`src/rtl/turn_signal_ctrl.sv`:
```
// turn_signal_ctrl: arbitrates left/right/hazard turn-signal requests against
// the vehicle state and drives both lamps from one shared blink timebase, so
// the lamps always flash in phase.
//
// Ports:
//   clk          system clock, all state changes on the rising edge
//   rst_n        synchronous active-low reset
//   car_state    vehicle state code (steady / normal / off classes)
//   left_req     left direction switch, level
//   right_req    right direction switch, level
//   hazard       hazard switch, level
//   left_light   left lamp drive, registered
//   right_light  right lamp drive, registered
//   mode         current FSM state encoding, registered
module turn_signal_ctrl #(
  parameter int unsigned HALF_PERIOD = 50_000_000
) (
  input  logic       clk,
  input  logic       rst_n,
  input  logic [2:0] car_state,
  input  logic       left_req,
  input  logic       right_req,
  input  logic       hazard,
  output logic       left_light,
  output logic       right_light,
  output logic [2:0] mode
);

  localparam int unsigned CNT_W = (HALF_PERIOD > 1) ? $clog2(HALF_PERIOD) : 1;
  localparam logic [CNT_W-1:0] CNT_MAX = CNT_W'(HALF_PERIOD - 1);

  typedef enum logic [2:0] {
    ST_OFF    = 3'd0,
    ST_STEADY = 3'd1,
    ST_IDLE   = 3'd2,
    ST_LEFT   = 3'd3,
    ST_RIGHT  = 3'd4,
    ST_HAZARD = 3'd5
  } state_e;

  state_e           state_q, state_d;
  logic [CNT_W-1:0] cnt_q, cnt_d;
  logic             phase_q, phase_d;
  logic             prev_left_q, prev_right_q;
  logic             left_q, left_d;
  logic             right_q, right_d;

  logic rise_l, rise_r;
  logic blink_d, entry;

  assign rise_l = left_req & ~prev_left_q;
  assign rise_r = right_req & ~prev_right_q;

  // Next-state arbitration: vehicle class first, then hazard, then direction.
  always_comb begin
    state_d = ST_IDLE;
    case (car_state)
      3'b000, 3'b001, 3'b010: state_d = ST_STEADY;
      3'b011, 3'b100: begin
        if (hazard) begin
          state_d = ST_HAZARD;
        end else if (left_req && !right_req) begin
          state_d = ST_LEFT;
        end else if (right_req && !left_req) begin
          state_d = ST_RIGHT;
        end else if (!left_req && !right_req) begin
          state_d = ST_IDLE;
        end else if (rise_l && !rise_r) begin
          // Both held: the most recent switch wins.
          state_d = ST_LEFT;
        end else if (rise_r && !rise_l) begin
          state_d = ST_RIGHT;
        end else if (!rise_l && !rise_r &&
                     (state_q == ST_LEFT || state_q == ST_RIGHT)) begin
          state_d = state_q;
        end else begin
          state_d = ST_IDLE;
        end
      end
      default: state_d = ST_OFF;
    endcase
  end

  // Blink timebase and lamp decode, computed from the next state so the
  // lamps are on starting at the entry edge.
  always_comb begin
    cnt_d   = '0;
    phase_d = 1'b0;
    left_d  = 1'b0;
    right_d = 1'b0;
    blink_d = (state_d == ST_LEFT) || (state_d == ST_RIGHT) ||
              (state_d == ST_HAZARD);
    entry   = blink_d && (state_d != state_q);

    if (entry) begin
      cnt_d   = '0;
      phase_d = 1'b1;
    end else if (blink_d) begin
      if (cnt_q == CNT_MAX) begin
        cnt_d   = '0;
        phase_d = ~phase_q;
      end else begin
        cnt_d   = cnt_q + CNT_W'(1);
        phase_d = phase_q;
      end
    end

    case (state_d)
      ST_STEADY: begin
        left_d  = 1'b1;
        right_d = 1'b1;
      end
      ST_LEFT:   left_d  = phase_d;
      ST_RIGHT:  right_d = phase_d;
      ST_HAZARD: begin
        left_d  = phase_d;
        right_d = phase_d;
      end
      default: begin
        left_d  = 1'b0;
        right_d = 1'b0;
      end
    endcase
  end

  // FSM, timebase, edge-detect and lamp registers.
  always_ff @(posedge clk) begin
    if (!rst_n) begin
      state_q      <= ST_OFF;
      cnt_q        <= '0;
      phase_q      <= 1'b0;
      prev_left_q  <= 1'b0;
      prev_right_q <= 1'b0;
      left_q       <= 1'b0;
      right_q      <= 1'b0;
    end else begin
      state_q      <= state_d;
      cnt_q        <= cnt_d;
      phase_q      <= phase_d;
      prev_left_q  <= left_req;
      prev_right_q <= right_req;
      left_q       <= left_d;
      right_q      <= right_d;
    end
  end

  assign left_light  = left_q;
  assign right_light = right_q;
  assign mode        = 3'(state_q);

endmodule

```
`config.mk`:
```
export PLATFORM = sky130hd
export DESIGN_NAME = turn_signal_ctrl
export DESIGN_NICKNAME = d
export VERILOG_FILES = /design/src/rtl/turn_signal_ctrl.sv
export SDC_FILE = /design/constraint.sdc
export NUM_CORES = 1
export LEC_CHECK = 0
export ABC_AREA = 1
export CAP_MARGIN = 20
export CORE_MARGIN = 2
export CORE_UTILIZATION = 58
export DETAILED_ROUTE_END_ITERATION = 16
export PLACE_DENSITY = 0.83
export SLEW_MARGIN = 20
export SYNTH_ARGS = -nofsm -noshare
export SYNTH_HDL_FRONTEND = slang
export SYNTH_SLANG_ARGS = --single-unit
```
`constraint.sdc`:
```
create_clock -name clk -period 1.9 [get_ports clk]
set_input_delay 0.38 -clock clk [delete_from_list [all_inputs] [get_ports clk]]
set_output_delay 0.38 -clock clk [all_outputs]
set_load 0.05 [all_outputs]
```
==> flow_summary_export.csv <==
group,metric,value,unit
detailed_routing,drt-total-wl,3.625,mm
critical_path,arrival,1470,ps
yosys,netlist-cell-type-count,25,
sta,fmax,0.5405,GHz
yosys,ys_warn_count,0,
final_layout,layout-drive-gt1-share,21.22,%
critical_path,slowest_stage,"clkdlybuf4s50_1",
pwr,p_leak,0.8251,nW
sta,slew_headroom,66.30,%
pwr,swShare,26.73,%
global_routing,overflow,0,
sta,worstMarginPinSlew,504.7,ps
sta,fin_crit,1850,ps
critical_path,path_cells,"clkdlybuf4s50_1",
pwr,vdd_drop_max,0.0005540,V
critical_path,crit_fanout,1,
pwr,p_int,0.0009681,W
pwr,pwr-share-comb,11.8,%
sta,maxSlewViolCount,0,
place,numPortBuffers,12,
final_layout,nets,286,
sta,final.period_utilization,97.38,%
worst_hold_path,min_path_type,"flip-flop to flip-flop",
cts,worstSkewPairLatency,350,ps
critical_path,slowest_delay,790,ps
critical_path,worstSetupEndpointType,"primary output",
cts,ctsLongestPathBuffers,2,
yosys,syn_area_per_cell,7.316,sq um
global_routing,grt_pass1_wl,6.065,mm
detailed_routing,routedWlPerCell,11.26,um
detailed_routing,vias_per_cell,4.972,
sta,fin_worst_skew,12.80,ps
final_layout,fin_area,2155,sq um
floorplan,die_w,60.05,um
cts,cts_sinks,34,
final_layout,final_cells,322,
sta,setup_tns,0,ps
critical_path,required,1520,ps
yosys,synthCells,249,
critical_path,path_depth,1,
final_layout,antenna_cells,0,
sta,report.final.hold_viol_count,0,
detailed_routing,detail-route-antenna-nets,0,
sta,fin_ws,49.84,ps
place,pre_cts_slack,-161.8,ps
detailed_routing,dr.pass1.iters,4,
cts,cts_max_level,2,
pwr,seq_power_share,55.5,%
detailed_routing,first_iter_violations,77,
critical_path,critPathTopFamily,"buffers and inverters",
detailed_routing,via_count,1601,
place,place_inst,314,
critical_path,cp_num_buf_inv,1,
sta,final-setup-viol-count,0,
final_layout,areaGrowthSynthToFinish,18.27,%
global_routing,grt.total_usage,22.98,%
floorplan,rows,20,
place,routabilityCongestion,0.8856,
cts,cts_tree,"built",
pwr,p_switching,0.0003532,W
global_routing,grt_pass1_vias,1451,
sta,rsz0062_at_grt,"false",
critical_path,critical_path_class,"flip-flop to primary output",
pwr,p_total,0.001321,W
floorplan,start_util,60.17,%
worst_hold_path,hold_depth,1,
final_layout,nFillCells,249,
floorplan,die_area,3605,sq um
flow_run,cap_violations,0,
place,dpl_cell_area,2077,sq um
final_layout,multi_input_area,1001,sq um
final_layout,final_cell_mix,"47 x nand2_1, 40 x nor2_1, 34 x dfxtp_1, 31 x inv_1, 21 x nor2_2",
cts,clkTransAtPathRegs,110,ps
yosys,yosysSeqAreaShare,37.36,%
critical_path,reg2reg_depth,9,
place,place_hpwl,2.794,mm
cts,numCtsBuffers,5,
floorplan,die-height,60.05,um
critical_path,startpoint_type,"flip-flop",
yosys,ys_ff_latch,34,
final_layout,layout_commonest_cell,"nand2_1",
global_routing,grt_max_degree,14,
outcome,outcome,"finished clean",
yosys,synth_area,1822,sq um
cts,root_buffer,"clkbuf_4",
global_routing,antenna_found_initial,0,
floorplan,core,3028,sq um
pwr,clkPwrFrac,32.8,%
detailed_routing,drc,0,
yosys,synth_nets,258,
pwr,power.density,613.3,nW/um^2
final_layout,register_area,680.7,sq um
floorplan,ioPinCount,13,
cts,cts_hold_buf,0,
-- power by group through the flow --
stage	registers (W)	clock network [W]	logic, W
3_3_place_gp	0.000749	0	0.000153
3_5_place_dp	0.000749	0	0.000156
4_1_cts	0.000733	0.000444	0.000157
2_1_floorplan	0.000773	0	0.0000688
5_1_grt	0.000734	0.000476	0.000171
6_report	0.000733	0.000433	0.000156
-- cell type report --
cell class / instances / area share, %
Timing Repair Buffer: 24 / 10.69
Clock inverter: 2 / 0.5807
Multi-Input combinational cell: 179 / 46.46
Clock buffer: 6 / 2.381
Sequential cell: 34 / 31.59
Tap cell: 44 / 2.555
Inverter: 33 / 5.749
-- Yosys cell counts --
library cell	count	area share (%)
nand2_2	4	1.4
xor2_1	18	8.7
nand4_1	9	3.1
dfxtp_1	34	37
nand4_4	1	1.2
and3_1	1	0.34
nor2_4	2	1.2
and2_1	1	0.34
nand3_1	12	3.3
a21oi_1	3	0.82
inv_1	31	6.4
ha_1	1	0.69
buf_2	1	0.27
nor3_1	6	1.6
inv_2	2	0.41
nor2_2	22	7.6
buf_6	2	1.2
nor4_1	2	0.69
xnor2_1	6	2.9
nand3_2	1	0.55
or2_4	1	0.48
nand2_1	47	9.7
nand4_2	1	0.69
nor3_4	1	0.89
nor2_1	40	8.2
-- metrics by stage --
stage,util (%),hold WS [ps]
6_report,71.16,467.5
3_3_place_gp,68.60,435.1
3_5_place_dp,68.60,441.4
4_1_cts,70.70,464.4
5_1_grt,71.16,481.1
2_1_floorplan,-,423.2
-- what timing repair did --
action / 4_1_cts / 5_1_grt
buffers inserted: 0 / 0
gates resized for setup: 0 / 3
endpoints found under the setup margin: 0 / 7
endpoints found under the hold margin: 0 / 0
-- routing by layer --
metal	vias to the layer above	GRT usage, %	share of wire [%]
met4	0	12.70	2.5
met5	-	0	0
met2	37	36.96	49
met1	727	27.01	44
li1	827	-	-
met3	10	7.143	4.5
-- cell families (layout without fill, tap and decap cells) --
group / after synthesis / count (layout) / share of synthesized area [%]
XOR/XNOR: 24 / 24 / 11.54
flip-flops: 34 / 34 / 37.36
AO/OA/AOI/OAI: 3 / 3 / 0.8239
AND/OR/NAND/NOR: 151 / 151 / 41.28
adder cells (fa/ha/maj): 1 / 1 / 0.6867
buffers and inverters: 36 / 65 / 8.310
-- worst reg2reg max path: stages, from the launching register on --
cell and delay, ps:
dfxtp_1 390, ha_1 190, nand2_1 90, nor2_4 160, nand3_1 110, nor2_1 100
nand4_1 160, nand4_4 180, buf_12 150, nor2_1 50
-- flip-flops by register name (all words and copies together) (netlist names) --
signal        flops
prev_left_q       1
cnt_q            26
phase_q           1
mode              3
left_light        1
prev_right_q      1
right_light       1
-- final timing paths --
kind / from / end / slack [ps]
setup / recovery: right_light / right_light / 50
hold / removal: cnt_q[0] / cnt_q[0] / 470
setup reg to reg: cnt_q[0] / cnt_q[18] / 210
hold reg to reg: cnt_q[0] / cnt_q[0] / 470
Power figures use the tool's default switching activity.
==> edit 1, RTL diff (same flow settings) <==
Register the output `mode`, cleared by the reset; this adds one clock of latency there. The other outputs are not delayed to match. Comments in the files are not updated.
--- a/src/rtl/turn_signal_ctrl.sv
+++ b/src/rtl/turn_signal_ctrl.sv
@@ -146,7 +146,13 @@
 
   assign left_light  = left_q;
   assign right_light = right_q;
-  assign mode        = 3'(state_q);
+  always_ff @(posedge clk) begin
+    if (!rst_n) begin
+      mode <= '0;
+    end else begin
+      mode <= 3'(state_q);
+    end
+  end
 
 endmodule
 
Check against the original RTL: not equivalent (a bounded check fails within 4 cycles, from zero or initial values and one cycle with rst_n low).
==> edit 1 against the unedited design <==
Total power is 3.9% higher; cell count is 6.2% higher; worst setup slack better by 0.14 ns; final area grew 5.6%; count of clock-buffer cells in the layout unchanged; hold slack gained 0.0045 ns; wire length is 0.22% higher; sequential cell count increased by 3; synthesized area grew 6.9%; largest cell class unchanged.
==> edit 1: results (changes against the unedited design) <==
** Placed design
- The detailed placer's ending HPWL came to 2.87 mm (+2.6%).
- The pre-CTS worst setup slack is -0.171 ns (-0.00876 ns).
- The final RePlAce weighted congestion was 0.824 (-6.9%).

** Route
- Initial detailed-routing violation count :: 73 (-5.2%)
- Total number of vias :: 1676 (+4.7%)
- The via-per-instance ratio came to 4.90 (-1.4%).
- The final wirelength was 3.63 mm (+0.22%).

** Pwr
- The static leakage power came to 0.000925 uW (+12%).
- Maximum VDD drop :: 0.491 mV (-11%)
- Cell internal power dissipation :: 1010 uW (+4.3%)

** Worst setup path
- The number of cells on the worst reg-to-reg path was 10 (+1).
- Startpoint of the worst-slack reg-to-reg timing path :: cnt_q[12]
- Arrival time reported for the critical path endpoint :: 1.96 ns (+0.49 ns)
- CP Max Fanout :: 13 (+12)
- The endpoint identified for the worst register-to-register timing path is cnt_q[23].
- Register-to-register path setup slack :: 0.26 ns (+0.05 ns)
- Max stage delay on crit path :: 0.53 ns (-0.26 ns)

** Synthesis
- The count of distinct cell types in the synthesized netlist was 24 (-4.0%).
- Top cells by count, synth :: sky130_fd_sc_hd__nand2_1 (52), sky130_fd_sc_hd__inv_1 (41), sky130_fd_sc_hd__dfxtp_1 (37)
- For this run, the leading register cell type out of synthesis is sky130_fd_sc_hd__dfxtp_1.
- The synthesized area per cell is 7.27 um^2 (-0.64%).
- Share of synthesized area occupied by flip-flops and latches :: 0.380 (+0.00659)
- Syn Nets :: 277 (+7.4%)

** Timing
- Fin Hold WS :: 0.472 ns (+0.00455 ns)
- Least-Margin Pin Slew :: 0.506 ns (+0.000838 ns)
- The fraction of the cycle the final worst path needs came to 0.900 (-0.0738).
- Worst-case clock skew :: 0.0111 ns (-0.00171 ns)

** Global route
- The via count of the first global-routing pass is 1498 (+3.2%).
- First-pass GRT wire length :: 6.11 mm (+0.79%)
- The initial antenna violation count was 0 (unchanged).

** Final layout
- The fill cell instance count of the final layout was 292 (+17%).
- Layout overhead on the synthesized area :: 16.8%
- The share of layout cells above drive strength 1 is 0.186 (-0.0264).
- NumNets Final :: 304 (+6.3%)

** Clocking
- The cell sitting at the root of the clock tree is a sky130_fd_sc_hd__clkbuf_4.

** Status
- The flow ran to the end, and the final reports show no timing, DRC or antenna violations.
edit 1: per-layer routing:
layer,vias to the layer above,wire length (um),GRT usage
met5,-,0,0
met4,0,76,0.0942
met3,8,110,0.0580
met2,26,1850,0.384
met1,763,1600,0.247
li1,879,-,-
edit 1: cell type report:
| class | count | share of cell area |
|---|---|---|
| clock buffer | 6 | 0.0181 |
| clock inverter | 2 | 0.00660 |
| inverter | 41 | 0.0676 |
| multi-input combinational | 187 | 0.451 |
| sequential | 37 | 0.325 |
| tap | 46 | 0.0253 |
| timing repair buffer | 23 | 0.106 |
edit 1: how the worst max path moves through the flow:
stage	from	to	slack, ns
after CTS	left_light	left_light	0.03
after detailed placement	left_req	cnt_q[23]	-0.17
final	left_req	cnt_q[23]	0.19
after global routing	car_state[1]	cnt_q[23]	0.03
after floorplan	car_state[1]	cnt_q[19]	0.42
after global placement	left_req	cnt_q[23]	-0.13
edit 1: timing repair:
action	in CTS	in global routing
endpoints found under the setup margin	0	5
resized for setup	0	5
setup buffers	0	0
endpoints found under the hold margin	0	0
edit 1: cells by family (layout without fill, tap and decap cells):
logic type,after synthesis,in the layout,share of synthesized area
AND/OR/NAND/NOR,158,158,0.401
flip-flops,37,37,0.380
AO/OA/AOI/OAI,4,4,0.0122
adder cells (fa/ha/maj),1,1,0.00642
XOR/XNOR,24,24,0.108
buffers and inverters,44,72,0.0925
edit 1: power by group through the flow:
| stage | sequential, uW | clock [uW] | combinational (uW) |
|---|---|---|---|
| floorplan | 837 | 0 | 78.7 |
| global placement | 817 | 0 | 165 |
| detailed placement | 817 | 0 | 169 |
| CTS | 799 | 420 | 170 |
| global route | 801 | 450 | 186 |
| finish | 799 | 406 | 168 |
==> edit 2, RTL diff (config.mk and constraints unchanged) <==
Made on the original files. Change the parameter `HALF_PERIOD` from 50_000_000 to 25_000_000.
--- a/src/rtl/turn_signal_ctrl.sv
+++ b/src/rtl/turn_signal_ctrl.sv
@@ -13,7 +13,7 @@
 //   right_light  right lamp drive, registered
 //   mode         current FSM state encoding, registered
 module turn_signal_ctrl #(
-  parameter int unsigned HALF_PERIOD = 50_000_000
+  parameter int unsigned HALF_PERIOD = 25_000_000
 ) (
   input  logic       clk,
   input  logic       rst_n,
Check against the original RTL: no difference found for any inputs over 10 cycles, from zero or initial values and one cycle with rst_n low; that may be too few to reach the edited logic, so the function may still have changed.
==> edit 2 against the unedited design <==
Hold slack got worse by 0.14 ns; clock power grew 31%; total power up 15%; sequential power shrank 2%; synthesized area shrank 2.5%; sequential cell count fell by 1; final area increased by 3.5%; synthesized cell count up 6.0%; utilization up 3.7 points; worst setup slack got worse by 0.016 ns; fmax shrank 0.86%; wire length grew 26%; clock skew decreased by 0.0010 ns; global-route usage rose by 1.4 points; critical endpoint is now left_light; largest cell class unchanged; highest routed layer unchanged.
==> edit 2: results (changes against the unedited design) <==
** Synthesis
- Synth unique cells :: 21 (-16%)
- Most area-consuming cells after synthesis :: sky130_fd_sc_hd__dfxtp_1 (37%), sky130_fd_sc_hd__nand2_1 (12%), sky130_fd_sc_hd__nor2_1 (12%)
- The xor and xnor fraction of the mapped netlist area was 0.113 (-0.00192).
- The post-synth net total is 273 (+5.8%).
- Post-synthesis share of cell area spent on full adders, half adders and majority gates :: 0.00705 (+0.000179)
- The synthesized area per cell came to 6.73 um^2 (-8.1%).

** Placed design
- Detail Placement HPWL :: 2.67 mm (-4.5%)
- The final RePlAce weighted congestion was 0.923 (+4.2%).
- The number of placed instances, taps included was 316 (+0.64%).

** Worst setup path
- The slack of the worst reg-to-reg path is 0.09 ns (-0.12 ns).
- Arrival time reported for the critical path endpoint :: 1.49 ns (+0.02 ns)
- The worst register-to-register path ends at cnt_q[19].
- The worst register-to-register path begins at mode[2].

** Route
- Initial detailed-routing violation count :: 117 (+52%)
- The detailed-routing iteration count for the pre-antenna-repair pass was 6 (+2).
- Final routed wire length divided by cell count :: 13.7 um (+22%)
- Via/cell ratio :: 5.45 (+9.6%)

** Global route
- The wire length of the first global-routing pass is 6.43 mm (+6.0%).
- The via count of the first global-routing pass is 1477 (+1.8%).
- The met3 layer usage reported by global route was 0.0590 (-0.0125).

** Clocking
- The cell sitting at the root of the clock tree is a sky130_fd_sc_hd__clkbuf_4.
- The level count of the clock H-tree is 2 (unchanged).

** Status
- Status :: complete, no violations

** Timing
- The tightest slew margin relative to the limit is 0.670 (+0.00696).
- The worst hold margin is 0.323 ns (-0.145 ns).

** Min path
- Hold Crit Class :: primary input to flip-flop
- The worst hold path cell count is 3 (+2).
- Start point of the worst min-delay path :: right_req

** Pwr
- Maximum VDD drop :: 0.604 mV (+9.0%)
- The static leakage power is 0.000920 uW (+12%).
- The switching power share of the total came to 0.268 (+0.00115).

** Final layout
- NumNets Final :: 308 (+7.7%)
- Share of post-route cells with drive strength above 1 :: 0.180 (-0.0322)
- The fill cell instance count of the final layout is 199 (-20%).
-- edit 2: cell types whose count changed after synthesis, moves of 2 or more --
cell and change:
sky130_fd_sc_hd__nor2_2 -22, sky130_fd_sc_hd__nand3_1 +4, sky130_fd_sc_hd__inv_1 +15, sky130_fd_sc_hd__nor3_1 +5, sky130_fd_sc_hd__inv_2 -2, sky130_fd_sc_hd__nand2_1 +10
sky130_fd_sc_hd__nor2_4 -2, sky130_fd_sc_hd__xor2_1 -5, sky130_fd_sc_hd__nand2_2 -4, sky130_fd_sc_hd__a21oi_1 -2, sky130_fd_sc_hd__o21ai_2 +2, sky130_fd_sc_hd__nand4_1 -4
sky130_fd_sc_hd__xnor2_1 +4, sky130_fd_sc_hd__nor2_1 +17
-- edit 2: through the flow --
| step | TNS, ns | util | instance area (um^2) | setup slack [ns] |
|---|---|---|---|---|
| 2_1_floorplan | 0 | - | 1780 | 0.0707 |
| 5_1_grt | -0.00117 | 0.749 | 2230 | -0.00117 |
| 4_1_cts | 0 | 0.699 | 2080 | 0.0211 |
| 3_3_place_gp | -9.34 | 0.662 | 1970 | -0.358 |
| 3_5_place_dp | -10.04 | 0.662 | 1970 | -0.407 |
| 6_report | 0 | 0.749 | 2230 | 0.0338 |
-- edit 2: worst max-delay path by stage --
stage / startpoint / endpoint / cells past startpoint
finish: left_light / left_light / 1
global route: mode[2] / cnt_q[10] / 12
CTS: left_req / cnt_q[4] / 12
detailed placement: car_state[0] / cnt_q[4] / 8
global placement: car_state[0] / cnt_q[0] / 8
floorplan: mode[1] / cnt_q[3] / 10
-- edit 2: final cells by class --
cell class                 count  area share
tap                           33      0.0185
clock buffer                   6      0.0230
multi-input combinational    185       0.459
sequential                    33       0.296
clock inverter                 2      0.0168
timing repair buffer          28       0.109
inverter                      46      0.0774
-- edit 2: tightest hold or removal path: stages --
cell and delay, ns:
sky130_fd_sc_hd__dlymetal6s2s_1 0.16, sky130_fd_sc_hd__nand2_1 0.07, sky130_fd_sc_hd__inv_1 0.03
-- edit 2: repair_timing --
| action | in CTS | in global routing |
|---|---|---|
| endpoints found under the setup margin | 25 | 28 |
| pin swaps | 0 | 13 |
| buffers inserted | 0 | 6 |
| gates resized for setup | 3 | 26 |
| gates cloned | 1 | 2 |
-- edit 2: power groups by stage --
stage	clock (uW)	combinational, uW	sequential [uW]
final	569	236	715
after global routing	607	249	717
after CTS	574	188	714
after detailed placement	0	176	730
after global placement	0	172	729
after floorplan	0	88.3	754
-- edit 2: layer usage --
| metal | part of all wire | vias up |
|---|---|---|
| li1 | - | 881 |
| met1 | 0.40 | 802 |
| met2 | 0.48 | 111 |
| met3 | 0.096 | 20 |
| met4 | 0.022 | 0 |
| met5 | 0 | - |
